==> src/rtl/chimera_pkg.sv <==
// Shared types and defaults for the Chimera cluster power sequencer.
package chimera_pkg;

  localparam int unsigned ExtClusters      = 2;
  localparam int unsigned CluResetCycles   = 8;
  localparam int unsigned CluSettleCycles  = 4;
  localparam int unsigned CluTimeoutCycles = 1024;

  typedef enum logic [2:0] {
    CLU_OFF     = 3'd0,
    CLU_CLK_ON  = 3'd1,
    CLU_RST_REL = 3'd2,
    CLU_DEISO   = 3'd3,
    CLU_ON      = 3'd4,
    CLU_ISO     = 3'd5,
    CLU_CLK_OFF = 3'd6
  } clu_pwr_state_e;

  function automatic int unsigned max3(
    input int unsigned a,
    input int unsigned b,
    input int unsigned c
  );
    int unsigned m;
    m = (a > b) ? a : b;
    return (m > c) ? m : c;
  endfunction

endpackage

==> src/rtl/chimera_clu_pwr_fsm.sv <==
// Single-cluster power sequencer: state machine plus shared
// down-counter for reset, settle and handshake-timeout phases.
module chimera_clu_pwr_fsm
  import chimera_pkg::*;
#(
  parameter int unsigned NumPorts      = 4,
  parameter int unsigned ResetCycles   = CluResetCycles,
  parameter int unsigned SettleCycles  = CluSettleCycles,
  parameter int unsigned TimeoutCycles = CluTimeoutCycles
) (
  input  logic                 clk_i,
  input  logic                 rst_ni,
  input  logic                 pwr_req_i,
  input  logic [NumPorts-1:0]  isolated_i,
  input  logic                 timeout_clr_i,
  output logic                 isolate_o,
  output logic                 clk_en_o,
  output logic                 rst_no,
  output clu_pwr_state_e       state_o,
  output logic                 busy_o,
  output logic                 timeout_o,
  output logic                 done_o
);

  localparam int unsigned CntMax =
    max3(ResetCycles, SettleCycles, TimeoutCycles);
  localparam int unsigned CntW = $clog2(CntMax + 1);

  typedef logic [CntW-1:0] cnt_t;

  clu_pwr_state_e state_q, state_d;
  cnt_t           cnt_q, cnt_d;
  logic           iso_q, iso_d;
  logic           clk_en_q, clk_en_d;
  logic           rst_n_q, rst_n_d;
  logic           busy_q, busy_d;
  logic           tmo_q, tmo_d;
  logic           done_q, done_d;
  logic           all_iso, none_iso;
  logic           last, tmo_set;

  function automatic cnt_t load_val(input clu_pwr_state_e s);
    unique case (s)
      CLU_CLK_ON,
      CLU_CLK_OFF: return cnt_t'(ResetCycles);
      CLU_RST_REL: return cnt_t'(SettleCycles);
      CLU_DEISO,
      CLU_ISO:     return cnt_t'(TimeoutCycles);
      default:     return '0;
    endcase
  endfunction

  assign all_iso  = &isolated_i;
  assign none_iso = ~|isolated_i;
  assign last     = (cnt_q <= cnt_t'(1));

  always_comb begin
    state_d = state_q;
    unique case (state_q)
      CLU_OFF:     if (pwr_req_i) state_d = CLU_CLK_ON;
      CLU_CLK_ON:  if (last) state_d = CLU_RST_REL;
      CLU_RST_REL: if (last) state_d = CLU_DEISO;
      CLU_DEISO:   if (none_iso) state_d = CLU_ON;
      CLU_ON:      if (!pwr_req_i) state_d = CLU_ISO;
      // abort: a raised request during isolation reverts to DEISO
      CLU_ISO: begin
        if (pwr_req_i)    state_d = CLU_DEISO;
        else if (all_iso) state_d = CLU_CLK_OFF;
      end
      CLU_CLK_OFF: if (last) state_d = CLU_OFF;
      default:     state_d = CLU_OFF;
    endcase
  end

  always_comb begin
    cnt_d = cnt_q;
    if (state_d != state_q) begin
      cnt_d = load_val(state_d);
    end else if (cnt_q != '0) begin
      cnt_d = cnt_q - cnt_t'(1);
    end
  end

  // Flag fires on the step that drains the counter while still waiting
  assign tmo_set = (state_q inside {CLU_DEISO, CLU_ISO}) &&
                   (state_d == state_q) &&
                   (cnt_q == cnt_t'(1));

  always_comb begin
    tmo_d    = tmo_set | (tmo_q & ~timeout_clr_i);
    done_d   = (state_d != state_q) &&
               (state_d inside {CLU_ON, CLU_OFF});
    iso_d    = !(state_d inside {CLU_DEISO, CLU_ON});
    clk_en_d = (state_d != CLU_OFF);
    rst_n_d  = state_d inside
               {CLU_RST_REL, CLU_DEISO, CLU_ON, CLU_ISO};
    busy_d   = !(state_d inside {CLU_OFF, CLU_ON});
  end

  always_ff @(posedge clk_i or negedge rst_ni) begin
    if (!rst_ni) begin
      state_q  <= CLU_OFF;
      cnt_q    <= '0;
      iso_q    <= 1'b1;
      clk_en_q <= 1'b0;
      rst_n_q  <= 1'b0;
      busy_q   <= 1'b0;
      tmo_q    <= 1'b0;
      done_q   <= 1'b0;
    end else begin
      state_q  <= state_d;
      cnt_q    <= cnt_d;
      iso_q    <= iso_d;
      clk_en_q <= clk_en_d;
      rst_n_q  <= rst_n_d;
      busy_q   <= busy_d;
      tmo_q    <= tmo_d;
      done_q   <= done_d;
    end
  end

  assign isolate_o = iso_q;
  assign clk_en_o  = clk_en_q;
  assign rst_no    = rst_n_q;
  assign state_o   = state_q;
  assign busy_o    = busy_q;
  assign timeout_o = tmo_q;
  assign done_o    = done_q;

endmodule

==> src/rtl/chimera_clu_pwr_ctrl.sv <==
// Per-cluster power sequencer array for the Chimera cluster domain;
// one independent FSM per cluster, outputs concatenated.
module chimera_clu_pwr_ctrl
  import chimera_pkg::*;
#(
  parameter int unsigned NumClusters   = ExtClusters,
  parameter int unsigned NumPorts      = 4,
  parameter int unsigned ResetCycles   = CluResetCycles,
  parameter int unsigned SettleCycles  = CluSettleCycles,
  parameter int unsigned TimeoutCycles = CluTimeoutCycles
) (
  input  logic                            soc_clk_i,
  input  logic                            rst_ni,
  input  logic [NumClusters-1:0]          pwr_req_i,
  input  logic [NumClusters*NumPorts-1:0] isolated_i,
  output logic [NumClusters-1:0]          isolate_o,
  output logic [NumClusters-1:0]          clu_clk_en_o,
  output logic [NumClusters-1:0]          clu_rst_no,
  output logic [NumClusters*3-1:0]        state_o,
  output logic [NumClusters-1:0]          busy_o,
  output logic [NumClusters-1:0]          timeout_o,
  input  logic [NumClusters-1:0]          timeout_clr_i,
  output logic [NumClusters-1:0]          done_o
);

  for (genvar i = 0; i < NumClusters; i++) begin : gen_clu
    clu_pwr_state_e st;

    chimera_clu_pwr_fsm #(
      .NumPorts      (NumPorts),
      .ResetCycles   (ResetCycles),
      .SettleCycles  (SettleCycles),
      .TimeoutCycles (TimeoutCycles)
    ) i_fsm (
      .clk_i         (soc_clk_i),
      .rst_ni        (rst_ni),
      .pwr_req_i     (pwr_req_i[i]),
      .isolated_i    (isolated_i[i*NumPorts +: NumPorts]),
      .timeout_clr_i (timeout_clr_i[i]),
      .isolate_o     (isolate_o[i]),
      .clk_en_o      (clu_clk_en_o[i]),
      .rst_no        (clu_rst_no[i]),
      .state_o       (st),
      .busy_o        (busy_o[i]),
      .timeout_o     (timeout_o[i]),
      .done_o        (done_o[i])
    );

    assign state_o[i*3 +: 3] = st;
  end

endmodule

==> config.mk <==
export PLATFORM = sky130hd
export DESIGN_NAME = chimera_clu_pwr_ctrl
export DESIGN_NICKNAME = d
export VERILOG_FILES = /design/src/rtl/chimera_pkg.sv /design/src/rtl/chimera_clu_pwr_fsm.sv /design/src/rtl/chimera_clu_pwr_ctrl.sv
export SDC_FILE = /design/constraint.sdc
export NUM_CORES = 1
export LEC_CHECK = 0
export ABC_AREA = 1
export CORE_ASPECT_RATIO = 0.7
export CORE_MARGIN = 2
export CORE_UTILIZATION = 55
export CTS_BUF_LIST = sky130_fd_sc_hd__clkbuf_16
export CTS_CLUSTER_DIAMETER = 200
export DETAILED_ROUTE_END_ITERATION = 8
export PLACE_DENSITY = 0.91
export SYNTH_ARGS = -nofsm -noshare
export SYNTH_HDL_FRONTEND = slang
export SYNTH_SLANG_ARGS = --single-unit
==> constraint.sdc <==
create_clock -name soc_clk_i -period 4.8 [get_ports soc_clk_i]
set_input_delay 0.48 -clock soc_clk_i [delete_from_list [all_inputs] [get_ports soc_clk_i]]
set_output_delay 0.48 -clock soc_clk_i [all_outputs]
set_load 0.05 [all_outputs]
==> impl_metrics.json <==
{
  "status": "finished clean",
  "synth_edf_count": 0,
  "cap_violations": 0,
  "fp.dieArea_um2": 5210,
  "ir_drop_uv": 516,
  "synthAdderAreaFrac_pct": 2.94,
  "io_buffers": 31,
  "cts_root_buf": "clkbuf_16",
  "finalPower_mw": 2.13,
  "syn_nets": 354,
  "synth_cells": 334,
  "final-seq-area_um2": 1000,
  "cts_buffers": 5,
  "clock_sinks": 40,
  "synth_top_family_by_area": "simple AND/OR/NAND/NOR gates",
  "final.setup.tns_ps": 0,
  "startpoint_type": "primary input",
  "synth_ff_type": "dfrtp_1",
  "via_per_inst": 5.40,
  "p_int_mw": 1.07,
  "period_needed_ps": 2170,
  "finalHoldViolations": 0,
  "p_clk_share_pct": 14.7,
  "avgSynthCellArea_um2": 7.64,
  "syn2layout_area_growth_pct": 15.6,
  "post-route-period-util_pct": 45.2,
  "power.share.combinational_pct": 58.2,
  "synth-simple-area-share_pct": 35.1,
  "wl_per_cell_um": 13.6,
  "dpl.hpwl_um": 4060,
  "cp.required_ps": 4960,
  "first_pass_iters": 5,
  "gr-usage-all-layers_pct": 23.7,
  "antenna_found_initial": 0,
  "final_common_cell": "nand2_1",
  "path_clk_slew_ps": 60,
  "synth_compound_area_share_pct": 5.59,
  "yosysUniqueCellTypes": 30,
  "drc": 0,
  "die-width_um": 85.4,
  "ant_nets": 0,
  "core-area_um2": 4400,
  "n_antenna_cell": 0,
  "setup_viol": 0,
  "tightest_slew_ps": 871,
  "drtIter0Drc": 237,
  "critPathMaxStageDelay_ps": 420,
  "vias": 2236,
  "die_h_um": 61.0,
  "overflow": 0,
  "netlist_area_um2": 2550,
  "drt-total-wl_um": 5620,
  "grt_pass1_vias": 2119,
  "cts_resized": 0,
  "layout_common_cells": "68 x nand2_1, 66 x nor2_1, 38 x dfrtp_1, 32 x inv_1, 30 x clkdlybuf4s50_1",
  "max_slew_margin_pct": 41.9,
  "cp_cell_sequence": "clkdlybuf4s50_1 -> nor2_1 -> nand2_1 -> nand2_1 -> nand2_1 -> nor2_1 -> nand3_2 -> nand2_1 -> nand3_2 -> o21ai_0 -> inv_1",
  "synthMuxAreaShare_pct": 0.392,
  "p_per_area_nw_per_um2": 723,
  "p_sw_share_pct": 49.9,
  "rsz0062_at_grt": "false",
  "cpMostUsedCell": "nand2_1",
  "cp_data_arrival_time_ps": 2330,
  "p_leak_nw": 1.42,
  "start_util_pct": 58.0,
  "slew_viol_final": 0,
  "crit_fanout": 13,
  "critical_path.top_delay_family": "simple AND/OR/NAND/NOR gates",
  "nNetsFinal": 378,
  "num_rows": 20,
  "cts_tree": "yes",
  "nFillCells": 342,
  "clockBufferDepth": 2,
  "design_area_um2": 2950,
  "grt_pass1_wl_um": 9630,
  "ctsHoldBuffers": 0,
  "gp_congestion": 0.895,
  "fmax_mhz": 461,
  "skew_ps": 4.97,
  "synth-xor-area-share_pct": 6.52,
  "slowest_stage": "clkdlybuf4s50_1",
  "placed_area_um2": 2810,
  "async_flop_share_pct": 100,
  "grt_max_degree": 41,
  "seq_power_share_pct": 27.1,
  "num_io_pins": 32,
  "htree_levels": 2,
  "yosysWarningCount": 0,
  "cts_setup_buffers": 0,
  "multi_input_comb_area_um2": 1290,
  "crit_buf_inv": 2,
  "cp-end-kind": "flip-flop",
  "seq_area_frac_synth_pct": 39.3,
  "drive_gt1_share_pct": 14.5,
  "p_switching_mw": 1.06,
  "hold_path_class": "primary input to asynchronous set/reset pin",
  "clock_latency_ps": 280,
  "ys_ff_latch": 40,
  "worstSetupPathType": "primary input to flip-flop"
}
[worst register-to-register path: stages, from the launching register on]
cell	delay, ps
dfrtp_1	370
inv_1	110
ha_1	170
nor3b_1	280
nand2_2	160
nand3_2	150
nand2_2	100
nor2_2	130
inv_2	60
nand3_2	230
inv_1	120
nor2_1	110
nor2_1	60
[metal layers]
metal / share of wire [%] / track usage, %
met5: 0 / 0
met4: 1.5 / 7.48
met3: 7.0 / 5.58
met2: 44 / 36.9
met1: 47 / 33.3
[cell usage after synthesis, types with 2 or more instances]
library cell	instances	area share, %
nand2_1	68	10
dfstp_2	2	2.1
a21oi_2	6	2.1
o21ai_0	7	1.4
nor2_2	9	2.2
xor2_1	13	4.5
nor2_1	66	9.7
o22ai_1	2	0.49
buf_4	12	3.5
nand3_2	10	3.9
buf_6	2	0.88
nor3_1	9	1.8
ha_1	6	2.9
nand4_1	4	0.98
nand3_1	14	2.7
dfrtp_1	38	37
nand2_2	5	1.2
inv_2	9	1.3
inv_1	30	4.4
xnor2_1	6	2.1
a21oi_1	7	1.4
[metrics by stage]
stage / std cells / worst slack (ps) / hold slack [ps] / util (%)
global placement: 406 / 2490 / 522 / 63.9
finish: 414 / 2630 / 307 / 67.0
floorplan: 334 / 2910 / 184 / -
global route: 414 / 2420 / 392 / 67.0
detailed placement: 406 / 2410 / 528 / 63.9
CTS: 414 / 2640 / 353 / 67.0
[sequential cells by signal (all words and copies together) (netlist names)]
signal / flops
gen_clu.i_fsm.rst_no: 2
gen_clu.i_fsm.timeout_o: 2
gen_clu.i_fsm.cnt_q: 22
gen_clu.i_fsm.isolate_o: 2
gen_clu.i_fsm.clk_en_o: 2
gen_clu.i_fsm.state_o: 6
gen_clu.i_fsm.done_o: 2
gen_clu.i_fsm.busy_o: 2
[cell families after synthesis]
logic type | count (synthesis)
buf+inv | 53
fa+ha+maj | 6
simple gates | 192
flops | 40
xor+xnor | 19
mux | 1
compound gates | 23
[layout make-up]
type                    instances  area share [%]
inverters                      39            4.96
clock inverters                 3           0.424
flip-flops and latches         40            34.0
clock buffers                   5            4.24
well taps                      55            2.33
multi-input cells             241            43.7
repair buffers                 31            10.3
[power groups by stage]
| stage | Clock, mW | Sequential, mW | Combinational (mW) |
|---|---|---|---|
| final | 0.313 | 0.578 | 1.24 |
| after global routing | 0.335 | 0.590 | 1.36 |
| after CTS | 0.316 | 0.574 | 1.23 |
| after detailed placement | 0 | 0.576 | 1.21 |
| after global placement | 0 | 0.571 | 1.17 |
| after floorplan | 0 | 0.608 | 0.957 |
[worst paths after layout]
path,startpoint,to,slack (ps),cells after the start
max reg2reg,gen_clu[1].i_fsm.cnt_q[1],gen_clu[1].i_fsm.cnt_q[3],2640,12
max,isolated_i[3],gen_clu[0].i_fsm.cnt_q[2],2630,11
max in group asynchronous,rst_ni,gen_clu[0].i_fsm.state_o[2],3930,1
min reg2reg,gen_clu[0].i_fsm.timeout_o,gen_clu[0].i_fsm.timeout_o,530,2
min in group soc_clk_i,gen_clu[0].i_fsm.timeout_o,gen_clu[0].i_fsm.timeout_o,530,2
min,rst_ni,gen_clu[1].i_fsm.cnt_q[0],310,1
(Power assumes the default switching activity.)
